File: src/rtl/wb_bram_sched_if.sv
// Writeback / read-requester / BRAM signal bundle for wb_bram_sched.
interface wb_bram_sched_if #(
    parameter int DW = 64,
    parameter int AW = 12
);
    logic          start;
    logic [3:0]    layer;
    logic [AW-1:0] base_addr;
    logic [7:0]    num_rows;
    logic          wr_valid;
    logic [DW-1:0] wr_data1;
    logic [DW-1:0] wr_data2;
    logic          wr_ready;
    logic          rd_req;
    logic [AW-1:0] rd_addr;
    logic          rd_gnt;
    logic          rd_data_valid;
    logic          bram_en;
    logic          bram_we;
    logic [AW-1:0] bram_addr1;
    logic [AW-1:0] bram_addr2;
    logic [DW-1:0] bram_din1;
    logic [DW-1:0] bram_din2;
    logic [3:0]    cur_layer;
    logic          busy;
    logic          done;

    modport slave (
        input  start, layer, base_addr, num_rows,
        input  wr_valid, wr_data1, wr_data2,
        input  rd_req, rd_addr,
        output wr_ready, rd_gnt, rd_data_valid,
        output bram_en, bram_we, bram_addr1, bram_addr2, bram_din1, bram_din2,
        output cur_layer, busy, done
    );

    modport master (
        output start, layer, base_addr, num_rows,
        output wr_valid, wr_data1, wr_data2,
        output rd_req, rd_addr,
        input  wr_ready, rd_gnt, rd_data_valid,
        input  bram_en, bram_we, bram_addr1, bram_addr2, bram_din1, bram_din2,
        input  cur_layer, busy, done
    );
endinterface

File: src/rtl/wb_bram_sched.sv
// Writeback FIFO, per-layer address generation and read/write BRAM arbitration.
// Optional macro WB_STARVE_GUARD_EN forces a write after 7 consecutive read wins over a pending write.
module wb_bram_sched #(
    parameter int DW            = 64,
    parameter int AW            = 12,
    parameter int FIFO_DEPTH    = 4,
    parameter int WORDS_PER_ROW = 5,
    parameter int PORT2_OFFSET  = 32
) (
    input  logic            clk,
    input  logic            rst,
    wb_bram_sched_if.slave  bus
);
    localparam int          PW        = $clog2(FIFO_DEPTH);
    localparam logic [PW:0] FIFO_FULL = (PW+1)'(FIFO_DEPTH);

    localparam logic [1:0] S_IDLE = 2'd0;
    localparam logic [1:0] S_RUN  = 2'd1;
    localparam logic [1:0] S_DONE = 2'd2;

    logic [1:0]    r_state;
    logic [3:0]    r_layer;
    logic [AW-1:0] r_base;
    logic [11:0]   r_total;
    logic [11:0]   r_wcnt;
    logic [11:0]   r_pcnt;

    logic [DW-1:0] r_mem1 [FIFO_DEPTH];
    logic [DW-1:0] r_mem2 [FIFO_DEPTH];
    logic [PW-1:0] r_wp;
    logic [PW-1:0] r_rp;
    logic [PW:0]   r_count;

    logic          r_en;
    logic          r_we;
    logic          r_rdv;
    logic [AW-1:0] r_addr1;
    logic [AW-1:0] r_addr2;
    logic [DW-1:0] r_din1;
    logic [DW-1:0] r_din2;

    logic w_run;
    logic w_empty;
    logic w_full;
    logic w_wr_ready;
    logic w_push;
    logic w_wr_cand;
    logic w_rd_win;
    logic w_wr_win;

    assign w_run      = (r_state == S_RUN);
    assign w_empty    = (r_count == '0);
    assign w_full     = (r_count == FIFO_FULL);
    assign w_wr_ready = w_run && !w_full && (r_pcnt != r_total);
    assign w_push     = bus.wr_valid && w_wr_ready;
    assign w_wr_cand  = w_run && !w_empty;

`ifdef WB_STARVE_GUARD_EN
    logic [2:0] r_starve;
    logic       w_force;

    assign w_force  = (r_starve == 3'd7) && w_wr_cand;
    assign w_rd_win = rst && bus.rd_req && !w_full && !w_force;

    always_ff @(posedge clk or negedge rst) begin
        if (!rst) begin
            r_starve <= '0;
        end else if (w_wr_win) begin
            r_starve <= '0;
        end else if (w_rd_win && !w_empty) begin
            r_starve <= r_starve + 3'd1;
        end
    end
`else
    // rd_gnt is combinational, so it is gated by reset to keep it low while rst is held
    assign w_rd_win = rst && bus.rd_req && !w_full;
`endif

    assign w_wr_win = w_wr_cand && !w_rd_win;

    always_ff @(posedge clk) begin
        if (w_push) begin
            r_mem1[r_wp] <= bus.wr_data1;
            r_mem2[r_wp] <= bus.wr_data2;
        end
    end

    always_ff @(posedge clk or negedge rst) begin
        if (!rst) begin
            r_wp    <= '0;
            r_rp    <= '0;
            r_count <= '0;
        end else begin
            if (w_push) begin
                r_wp <= r_wp + PW'(1);
            end
            if (w_wr_win) begin
                r_rp <= r_rp + PW'(1);
            end
            case ({w_push, w_wr_win})
                2'b10:   r_count <= r_count + (PW+1)'(1);
                2'b01:   r_count <= r_count - (PW+1)'(1);
                default: r_count <= r_count;
            endcase
        end
    end

    always_ff @(posedge clk or negedge rst) begin
        if (!rst) begin
            r_state <= S_IDLE;
            r_layer <= '0;
            r_base  <= '0;
            r_total <= '0;
            r_wcnt  <= '0;
            r_pcnt  <= '0;
        end else begin
            case (r_state)
                S_IDLE: begin
                    if (bus.start) begin
                        r_layer <= bus.layer;
                        r_base  <= bus.base_addr;
                        r_total <= 12'(bus.num_rows) * 12'(WORDS_PER_ROW);
                        r_wcnt  <= '0;
                        r_pcnt  <= '0;
                        r_state <= (bus.num_rows == 8'd0) ? S_DONE : S_RUN;
                    end
                end
                S_RUN: begin
                    if (w_push) begin
                        r_pcnt <= r_pcnt + 12'd1;
                    end
                    if (w_wr_win) begin
                        r_wcnt <= r_wcnt + 12'd1;
                    end
                    // the last write reaches the BRAM bus in the cycle this condition first holds
                    if ((r_wcnt == r_total) && w_empty) begin
                        r_state <= S_DONE;
                    end
                end
                S_DONE:  r_state <= S_IDLE;
                default: r_state <= S_IDLE;
            endcase
        end
    end

    always_ff @(posedge clk or negedge rst) begin
        if (!rst) begin
            r_en    <= 1'b0;
            r_we    <= 1'b0;
            r_rdv   <= 1'b0;
            r_addr1 <= '0;
            r_addr2 <= '0;
            r_din1  <= '0;
            r_din2  <= '0;
        end else begin
            r_rdv <= r_en && !r_we;
            if (w_rd_win) begin
                r_en    <= 1'b1;
                r_we    <= 1'b0;
                r_addr1 <= bus.rd_addr;
            end else if (w_wr_win) begin
                r_en    <= 1'b1;
                r_we    <= 1'b1;
                r_addr1 <= r_base + AW'(r_wcnt);
                r_addr2 <= r_base + AW'(PORT2_OFFSET) + AW'(r_wcnt);
                r_din1  <= r_mem1[r_rp];
                r_din2  <= r_mem2[r_rp];
            end else begin
                r_en <= 1'b0;
                r_we <= 1'b0;
            end
        end
    end

    assign bus.wr_ready      = w_wr_ready;
    assign bus.rd_gnt        = w_rd_win;
    assign bus.rd_data_valid = r_rdv;
    assign bus.bram_en       = r_en;
    assign bus.bram_we       = r_we;
    assign bus.bram_addr1    = r_addr1;
    assign bus.bram_addr2    = r_addr2;
    assign bus.bram_din1     = r_din1;
    assign bus.bram_din2     = r_din2;
    assign bus.cur_layer     = r_layer;
    assign bus.busy          = w_run;
    assign bus.done          = (r_state == S_DONE);
endmodule

File: src/flat_wrapper.sv
// flat-port wrapper written by rule: the top's interface ports become plain ports
module wb_bram_sched_flat 
#(
    parameter int DW            = 64,
    parameter int AW            = 12,
    parameter int FIFO_DEPTH    = 4,
    parameter int WORDS_PER_ROW = 5,
    parameter int PORT2_OFFSET  = 32
)
  (clk, rst, bus_start, bus_layer, bus_base_addr, bus_num_rows, bus_wr_valid, bus_wr_data1, bus_wr_data2, bus_rd_req, bus_rd_addr, bus_wr_ready, bus_rd_gnt, bus_rd_data_valid, bus_bram_en, bus_bram_we, bus_bram_addr1, bus_bram_addr2, bus_bram_din1, bus_bram_din2, bus_cur_layer, bus_busy, bus_done);
  wb_bram_sched_if #(.DW(DW), .AW(AW)) bus_i ();
  input  logic clk;
  input  logic rst;
  input wire logic [$bits(bus_i.start)-1:0] bus_start;
  input wire logic [$bits(bus_i.layer)-1:0] bus_layer;
  input wire logic [$bits(bus_i.base_addr)-1:0] bus_base_addr;
  input wire logic [$bits(bus_i.num_rows)-1:0] bus_num_rows;
  input wire logic [$bits(bus_i.wr_valid)-1:0] bus_wr_valid;
  input wire logic [$bits(bus_i.wr_data1)-1:0] bus_wr_data1;
  input wire logic [$bits(bus_i.wr_data2)-1:0] bus_wr_data2;
  input wire logic [$bits(bus_i.rd_req)-1:0] bus_rd_req;
  input wire logic [$bits(bus_i.rd_addr)-1:0] bus_rd_addr;
  output wire logic [$bits(bus_i.wr_ready)-1:0] bus_wr_ready;
  output wire logic [$bits(bus_i.rd_gnt)-1:0] bus_rd_gnt;
  output wire logic [$bits(bus_i.rd_data_valid)-1:0] bus_rd_data_valid;
  output wire logic [$bits(bus_i.bram_en)-1:0] bus_bram_en;
  output wire logic [$bits(bus_i.bram_we)-1:0] bus_bram_we;
  output wire logic [$bits(bus_i.bram_addr1)-1:0] bus_bram_addr1;
  output wire logic [$bits(bus_i.bram_addr2)-1:0] bus_bram_addr2;
  output wire logic [$bits(bus_i.bram_din1)-1:0] bus_bram_din1;
  output wire logic [$bits(bus_i.bram_din2)-1:0] bus_bram_din2;
  output wire logic [$bits(bus_i.cur_layer)-1:0] bus_cur_layer;
  output wire logic [$bits(bus_i.busy)-1:0] bus_busy;
  output wire logic [$bits(bus_i.done)-1:0] bus_done;
  assign bus_i.start = bus_start;
  assign bus_i.layer = bus_layer;
  assign bus_i.base_addr = bus_base_addr;
  assign bus_i.num_rows = bus_num_rows;
  assign bus_i.wr_valid = bus_wr_valid;
  assign bus_i.wr_data1 = bus_wr_data1;
  assign bus_i.wr_data2 = bus_wr_data2;
  assign bus_i.rd_req = bus_rd_req;
  assign bus_i.rd_addr = bus_rd_addr;
  assign bus_wr_ready = bus_i.wr_ready;
  assign bus_rd_gnt = bus_i.rd_gnt;
  assign bus_rd_data_valid = bus_i.rd_data_valid;
  assign bus_bram_en = bus_i.bram_en;
  assign bus_bram_we = bus_i.bram_we;
  assign bus_bram_addr1 = bus_i.bram_addr1;
  assign bus_bram_addr2 = bus_i.bram_addr2;
  assign bus_bram_din1 = bus_i.bram_din1;
  assign bus_bram_din2 = bus_i.bram_din2;
  assign bus_cur_layer = bus_i.cur_layer;
  assign bus_busy = bus_i.busy;
  assign bus_done = bus_i.done;
  wb_bram_sched #(.DW(DW), .AW(AW), .FIFO_DEPTH(FIFO_DEPTH), .WORDS_PER_ROW(WORDS_PER_ROW), .PORT2_OFFSET(PORT2_OFFSET)) u_core (.clk(clk), .rst(rst), .bus(bus_i));
endmodule
File: config.mk
export PLATFORM = sky130hd
export DESIGN_NAME = wb_bram_sched_flat
export DESIGN_NICKNAME = d
export VERILOG_FILES = /design/src/rtl/wb_bram_sched_if.sv /design/src/rtl/wb_bram_sched.sv /design/src/flat_wrapper.sv
export SDC_FILE = /design/constraint.sdc
export NUM_CORES = 1
export LEC_CHECK = 0
export ABC_AREA = 0
export CAP_MARGIN = 0
export CORE_UTILIZATION = 47
export DETAILED_ROUTE_END_ITERATION = 8
export HOLD_SLACK_MARGIN = 0.12
export PLACE_DENSITY = 0.75
export SYNTH_ARGS = -nofsm -noshare
export SYNTH_HDL_FRONTEND = slang
export SYNTH_SLANG_ARGS = --single-unit
File: constraint.sdc
create_clock -name clk -period 5.3 [get_ports clk]
set_input_delay 1.59 -clock clk [delete_from_list [all_inputs] [get_ports clk]]
set_output_delay 1.59 -clock clk [all_outputs]
set_load 0.02 [all_outputs]
## After elaboration in Yosys (flattened, before gate mapping)

Memory sizes are Yosys's and may differ from the RTL's. A register that Yosys moved wholly into a read port is not among the register bits.
Index checks and enable logic that the tools add are counted.

- Add/sub/neg operators: 9
- Multipliers: 1
- Equal/unequal tests: 11
- Mux-type cells: 17
- Bitwise logic cells: 1
- Reduce and logical (&&, ||, !) cells: 26

Operator list:

| cell | count |
|---|---|
| 12-bit 2-to-1 mux | 5 |
| 12-bit one-hot mux with 2 select lines | 2 |
| 12-bit by 1-bit adder with 12-bit output, second input constant | 2 |
| 12-bit adder | 2 |
| 12-bit by 6-bit adder with 12-bit output, second input constant | 1 |
| 12-bit by 11-bit equality test with 1-bit output | 1 |
| 12-bit by 11-bit != test with 1-bit output | 1 |
| 8-bit by 3-bit multiplier with 11-bit output, second input constant | 1 |
| 1-bit logical AND | 9 |
| 8-bit logical NOT | 1 |
| 2-bit != test, second input constant | 4 |
| 1-bit logical NOT | 6 |
| 2-bit 2-to-1 mux | 3 |
| 3-bit one-hot mux with 2 select lines | 1 |
| 2-bit AND reduction | 3 |
| 3-bit AND reduction | 2 |
| 2-bit nonzero test | 3 |
| 1-bit 2-to-1 mux | 5 |
| 2-bit by 1-bit adder with 2-bit output, second input constant | 2 |
| 2-bit by 1-bit equality test with 1-bit output, second input constant | 2 |
| 2-bit equality test, second input constant | 2 |
| 2-bit one-hot mux with 2 select lines | 1 |
| 3-bit by 1-bit adder with 3-bit output, second input constant | 1 |
| 3-bit equality test, second input constant | 1 |
| 4 further kinds | 4 |

- Register bits: 87
- Memory bits (writable): 512
- Input port bits: 169
- Output and inout port bits: 163
- Word-level logic and storage cells: 81
- Memories kept: 2

Memory list:

| name | depth | width | rd ports | clocked after Yosys merged registers in | write ports | RTL line | RTL |
|---|---|---|---|---|---|---|---|
| u_core.r_mem1 | 4 | 64 | 1 | 1 | 1 | wb_bram_sched.sv:28 | `logic [DW-1:0] r_mem1 [FIFO_DEPTH];` |
| u_core.r_mem2 | 4 | 64 | 1 | 1 | 1 | wb_bram_sched.sv:29 | `logic [DW-1:0] r_mem2 [FIFO_DEPTH];` |

## Logic depth before layout (Yosys ltp)

Gate-level depths: netlist of run 1.

- Word-level depth: 7
- Gate-level depth with buffers: 13

## Least setup slack after synthesis of run 1

OpenSTA, ideal clock, no wires.

- Path type: input to register
- Start: input port bus_wr_valid
- End: memory u_core.r_mem1[2][0] (enable)
- Arrival: 5.213 ns
- Required time: 4.798 ns
- Slack: -0.415 ns
- Cell stages on the path: 4
- Path buffers: 1
- Cells stage by stage: inv_1 a311oi_1 clkbuf_1 and2_1

- Word-level cells in the longest chain between the ends: 3

Ends and longest elaborated chain:

| item | RTL line | RTL |
|---|---|---|
| from (decl) | flat_wrapper.sv:18 | `input wire logic [$bits(bus_i.wr_valid)-1:0] bus_wr_valid;` |
| 1-bit logical AND | wb_bram_sched.sv:55 | `assign w_push = bus.wr_valid && w_wr_ready;` |
| 1-bit 2-to-1 mux | wb_bram_sched.sv:82 | `if (w_push) begin` |
| 1-bit 2-to-1 mux (not written as such) | wb_bram_sched.sv:83 | `r_mem1[r_wp] <= bus.wr_data1;` |
| to (decl) | wb_bram_sched.sv:28 |  |

Every way passes these cells.

## Final worst setup path of run 1

- Start: input port bus_rd_req
- End: output port bus_rd_gnt

- Word-level cells in the longest chain between the ends: 2

Ends and longest elaborated chain:

| item | RTL line | RTL |
|---|---|---|
| from (decl) | flat_wrapper.sv:21 | `input wire logic [$bits(bus_i.rd_req)-1:0] bus_rd_req;` |
| 1-bit logical AND (2 in a row) | wb_bram_sched.sv:76 | `assign w_rd_win = rst && bus.rd_req && !w_full;` |
| to (decl) | flat_wrapper.sv:24 | `output wire logic [$bits(bus_i.rd_gnt)-1:0] bus_rd_gnt;` |

Every way passes these cells.

==> metrics.cfg, run 1 <==
[run_status]
status=finished, final reports clean

[cts]
cts.clk_slew.worst_paths_ns=0.06
cts_tree=yes
cts_setup_buffers=0
cts-resized-gates=0
cts_num_sinks=727
htree_levels=3
clockBufferDepth=3
clk_latency_ns=0.62
postCtsHoldBufs=0
cts_buffers=74
cts_root_buffer=clkbuf_16

[die]
core_um2=59600
die-area_um2=61800
rows=89
initial_utilization_pct=47.9
die_h_um=249
io_pins=332
die_w_um=249

[finish]
ff_latch_area_um2=20800
final_nets=2372
multi_input_area_um2=7400
fin_util_pct=59.3
final_cells=2986
fillCellCount=4356
final_layout_size_suffix_gt1_share_pct=12.4
stdcell_area_um2=35300
synthToLayoutAreaGrowth_pct=23.6

[global_routing]
grt_max_degree=156
grt_usage_pct=20.7
grt_pass1_wl_um=97700
grt_overflow=0
antenna_found_initial=7
grt_pass1_vias=17047

[run]
maxCapViolCount=0

[worst_setup_path]
critical_path_buf_inv_count=3
cpPeakStageDelay_ns=0.60
cpMostUsedCell=clkdlybuf4s50_1
cp.required_ns=3.71
crit_type=in2out
critPathMaxFanout=5
cp_slowest_cell=clkdlybuf4s50_1
critPathCaptureType=primary output
critical_path.cell_chain=clkdlybuf4s50_1 > nand3_1 > clkinv_1 > clkdlybuf4s50_1
cp-start-kind=input pin
path_delay_family=buffers and inverters
cp.arrival_ns=3.01

[sta]
finalSetupViolations=0
max_slew_margin_pct=24.2
worst_slew_pin_slew_ns=1.14
worst_slack_ns=0.704
whs_ns=0.444
fmax_mhz=218
hold_viol_final=0
tns_ns=0
grt_setup_unrepaired=false
min_period_over_period_pct=86.7
slew_violations=0
fin_crit_ns=4.60
fin_worst_skew_ns=0.0293

[placement]
dpl_worst_slack_ns=0.681
gp_congestion=0.838
port_buffers=331
dp_hpwl_um=38200
dpl.cell_count=2847
placed_area_um2=32900

[routing]
wl_per_cell_um=21.1
ant_nets=0
wl_um=63100
drc=0
vias=16190
dr.pass1.iters=5
initialDrtViolationCount=1066
drt-vias-per-instance=5.42

[power_and_ir_drop]
p_int_mw=14.1
switching_share_pct=34.1
power.total_mw=21.3
pwr-share-seq_pct=40.8
power_density_nw_per_um2=604
combPwrFrac_pct=35.1
p_switching_mw=7.26
vdd.ir_drop.worst_uv=505
clock_power_share_pct=24.1
leakage_nw=13.4

[logic_synthesis]
synth-seq-cells=727
yosysTopAreaCell=edfxtp_1
synth_cells=1795
synth_top_area_share_pct=53.8
synthArstFlopShare_pct=29.6
yosys_warnings=0
syn_nets=2017
synth_edf_count=512
netlist_area_um2=28600
yosys.cell_types.count=54
syn_avg_cell_area_um2=15.9
netlist_top_cells_count=edfxtp_1, nand2_1, dfrtp_1
synth_seq_area_share_pct=72.7
synth_area_leaders=edfxtp_1, dfrtp_1, mux4_2, nand2_1, ha_1
ys.flop_type=edfxtp_1
synth.most_common_cell=edfxtp_1

[min_path]
hold_path.class=reg2reg

## worst paths after layout
| kind | depth (start not counted) | startpoint | slack [ns] | endpoint |
|---|---|---|---|---|
| max in group asynchronous | 4 | rst | 2.21 | u_core.bus.bram_din1[57]$_DFFE_PN0P_ |
| min reg2reg | 1 | u_core.bus.bram_we$_DFF_PN0_ | 0.44 | u_core.bus.rd_data_valid$_DFF_PN0_ |
| max reg2reg | 6 | u_core.r_state[1]$_DFFE_PN0P_ | 2.00 | u_core.r_mem2[3][27]$_DFFE_PP_ |
| min | 1 | u_core.bus.bram_we$_DFF_PN0_ | 0.44 | u_core.bus.rd_data_valid$_DFF_PN0_ |
| min in group asynchronous | 2 | rst | 1.12 | u_core.bus.bram_addr1[2]$_DFFE_PN0P_ |
| max | 4 | bus_rd_req | 0.70 | bus_rd_gnt |
## power groups by stage
stage / logic [mW] / clock network [mW] / registers [mW]
3_5_place_dp: 7.57 / 0 / 8.79
4_1_cts: 7.61 / 5.24 / 8.71
5_1_grt: 8.14 / 5.44 / 8.85
6_report: 7.48 / 5.13 / 8.70
2_1_floorplan: 4.09 / 0 / 9.23
3_3_place_gp: 7.45 / 0 / 8.71
## registers in the layout, indices dropped and copies added (netlist names)
| signal | flops |
|---|---|
| u_core.bus.rd_data_valid | 1 |
| u_core.r_mem1 | 256 |
| u_core.r_rp | 2 |
| u_core.bus.bram_din2 | 64 |
| u_core.bus.bram_addr2 | 12 |
| u_core.r_pcnt | 12 |
| u_core.r_base | 12 |
| u_core.bus.bram_we | 1 |
| u_core.r_state | 2 |
| u_core.r_count | 3 |
| u_core.bus.cur_layer | 4 |
| u_core.bus.bram_en | 1 |
| u_core.bus.bram_addr1 | 12 |
| u_core.r_wp | 2 |
| u_core.r_wcnt | 12 |
| u_core.r_mem2 | 256 |
| u_core.r_total | 11 |
| u_core.bus.bram_din1 | 64 |
## cell usage in the layout, fill, tap and decap left out, types with 27 or more instances in the layout
cell	instances
ha_1	41
dfrtp_1	213
clkdlybuf4s50_1	330
mux4_2	128
nor2_1	28
o21ai_0	36
nand2_1	500
edfxtp_1	512
clkbuf_16	75
xnor2_1	27
## cells by family (layout without fill, tap and decap cells)
family / Yosys count / count (layout) / share of synthesized area [%]
flops: 727 / 727 / 72.7
simple gates: 599 / 599 / 8.45
mux: 140 / 140 / 10.5
compound gates: 118 / 118 / 2.63
buf+inv: 105 / 521 / 1.47
fa+ha+maj: 53 / 53 / 2.64
xor+xnor: 53 / 53 / 1.63
other cells: 0 / 2 / 0
## metal layers
layer	global-route usage, %	share of wire, %	vias up
li1	-	-	7303
met1	25.9	41	8226
met2	34.1	48	505
met4	7.56	3.1	12
met5	0	0.13	-
met3	6.40	7.6	144
## layout make-up
class / instances / share of cell area [%]
Inverter: 28 / 0.312
Multi-Input combinational cell: 963 / 21.0
Timing Repair Buffer: 356 / 10.3
Sequential cell: 727 / 58.8
Clock inverter: 27 / 0.833
Clock buffer: 110 / 6.03
Antenna cell: 2 / 0.0142
Tap cell: 773 / 2.74
Note: power is estimated with default switching activity, not from simulation.
==> run 2, diff against run 1 <==
--- a/config.mk
+++ b/config.mk
@@ -5,7 +5,7 @@
 export SDC_FILE = /design/constraint.sdc
 export NUM_CORES = 1
 export LEC_CHECK = 0
-export ABC_AREA = 0
+export ABC_AREA = 1
 export CAP_MARGIN = 0
 export CORE_UTILIZATION = 47
 export DETAILED_ROUTE_END_ITERATION = 8
==> metrics.cfg, run 2 <==
[logic_synthesis]
synthArstFlopShare_pct=29.6
synth-seq-cells=727
yosysTopAreaCell=edfxtp_1
ys.flop_type=edfxtp_1
synth_edf_count=512
synth_seq_area_share_pct=70.5
synth_cells=2551
synth_area_leaders=edfxtp_1, dfrtp_1, nor2_1, o21ai_0, nand2_1
syn_avg_cell_area_um2=11.5
synth.most_common_cell=nor2_1
netlist_top_cells_count=nor2_1, edfxtp_1, o21ai_0
yosys_warnings=0
netlist_area_um2=29400
syn_nets=2773
yosys.cell_types.count=37
synth_top_area_share_pct=52.2

[worst_setup_path]
critPathMaxFanout=4
cp.arrival_ns=2.93
cp.required_ns=3.71
critPathCaptureType=primary output
cp-start-kind=input pin
crit_type=in2out

[sta]
finalSetupViolations=0
worst_slew_pin_slew_ns=1.16
fin_crit_ns=4.52
slew_violations=0
fmax_mhz=221
min_period_over_period_pct=85.3
hold_viol_final=0
max_slew_margin_pct=22.6
grt_setup_unrepaired=false
fin_worst_skew_ns=0.0186

[placement]
dp_hpwl_um=44800
port_buffers=331
gp_congestion=0.862
dpl.cell_count=3628
placed_area_um2=33700

[cts]
cts_num_sinks=727
clockBufferDepth=3
postCtsHoldBufs=0
cts-resized-gates=0
cts_buffers=77
cts_root_buffer=clkbuf_16
htree_levels=3
clk_latency_ns=0.62
cts_tree=yes
cts_setup_buffers=0
cts.clk_slew.worst_paths_ns=0.06

[routing]
ant_nets=0
drc=0
drt-vias-per-instance=5.35
dr.pass1.iters=6
wl_per_cell_um=19.3
vias=20216
wl_um=73000
initialDrtViolationCount=1251

[die]
die-area_um2=63700
initial_utilization_pct=47.6
rows=91
core_um2=61800
die_w_um=252
die_h_um=252
io_pins=332

[finish]
final_cells=3776
stdcell_area_um2=36300
top_regs=u_core.r_mem1: 256 flops, u_core.r_mem2: 256 flops
final_cell_mix=nor2_1, edfxtp_1, clkdlybuf4s50_1, o21ai_0, nand2_1
fillCellCount=4780
final_layout_size_suffix_gt1_share_pct=6.34
final_nets=3092
synthToLayoutAreaGrowth_pct=23.4
ff_latch_area_um2=20800
final_common_cell=nor2_1
multi_input_area_um2=7690

[run_status]
status=finished, final reports clean

[power_and_ir_drop]
combPwrFrac_pct=34.5
clock_power_share_pct=25.8
vdd.ir_drop.worst_uv=546
p_int_mw=13.9
switching_share_pct=36.2
pwr-share-seq_pct=39.8
power_density_nw_per_um2=599
leakage_nw=13.7
p_switching_mw=7.87
power.total_mw=21.8

[min_path]
hold_path.class=reg2reg

[global_routing]
grt_pass1_vias=20157
grt_pass1_wl_um=112000
grt_usage_pct=22.8
grt_overflow=0
grt_max_degree=203
antenna_found_initial=17

[run]
maxCapViolCount=0

run 2: cell types whose count changed in the layout (fill, tap and decap cells not counted), sizes merged, moves of 9 or more:
cell,change
nor2,+676
o21ai,+258
nand2,-256
mux4,-128
a31oi,+123
inv,+74
nand3,+48
buf,+15
xnor2,-14
xor2,-13
mux2i,-12
clkbuf,-9
run 2: layer usage:
| metal | vias to the layer above | track usage [%] | wire length [um] |
|---|---|---|---|
| met5 | - | 0 | 171 |
| met4 | 26 | 7.98 | 1560 |
| met3 | 142 | 6.59 | 6340 |
| met2 | 689 | 38.4 | 36100 |
| met1 | 9885 | 28.1 | 28800 |
| li1 | 9474 | - | - |
run 2: final timing paths:
path	end	cells past startpoint	slack, ns	from
worst max-delay path	bus_rd_gnt	4	0.78	bus_rd_req
worst min-delay path	u_core.bus.rd_data_valid$_DFF_PN0_	1	0.43	u_core.bus.bram_we$_DFF_PN0_
worst max register to register	u_core.r_mem1[1][36]$_DFFE_PP_	7	2.38	u_core.r_count[0]$_DFFE_PN0P_
worst min register to register	u_core.bus.rd_data_valid$_DFF_PN0_	1	0.43	u_core.bus.bram_we$_DFF_PN0_
max in group asynchronous	u_core.r_rp[1]$_DFFE_PN0P_	4	1.89	rst
min in group asynchronous	u_core.r_total[9]$_DFFE_PN0P_	2	1.09	rst
run 2: cell type report:
type	instances	area share (%)
Timing Repair Buffer	371	10.4
Multi-Input combinational cell	1595	21.2
Clock buffer	101	5.86
Sequential cell	727	57.1
Antenna cell	4	0.0275
Clock inverter	43	1.46
Inverter	98	1.05
Tap cell	837	2.88
run 2: power by group through the flow:
stage               logic (mW)  registers [mW]  clock network (mW)
floorplan                 4.05            9.16                   0
global placement          7.26            8.69                   0
detailed placement        7.51            8.75                   0
CTS                       7.56            8.66                5.68
global route              8.26            8.80                5.90
finish                    7.50            8.66                5.61
run 2: kinds of logic after synthesis:
group / after synthesis / share of synthesized area, %
simple gates: 1046 / 14.0
flops: 727 / 70.5
compound gates: 470 / 8.72
buf+inv: 229 / 3.49
fa+ha+maj: 53 / 2.56
xor+xnor: 26 / 0.773
run 2: critical path: stages:
cell and delay [ns]:
clkdlybuf4s50_1 0.48, nand3_2 0.13, inv_1 0.13, clkdlybuf4s50_1 0.61
run 2: per-stage QoR:
step	utilization (%)	worst slack (ns)	TNS [ns]	hold slack, ns
6_report	58.8	0.779	0	0.428
5_1_grt	58.8	0.705	0	0.439
4_1_cts	58.8	0.761	0	0.430
3_5_place_dp	54.5	0.766	0	0.422
3_3_place_gp	54.5	0.761	0	0.426
2_1_floorplan	-	-0.309	-158.29	0.450
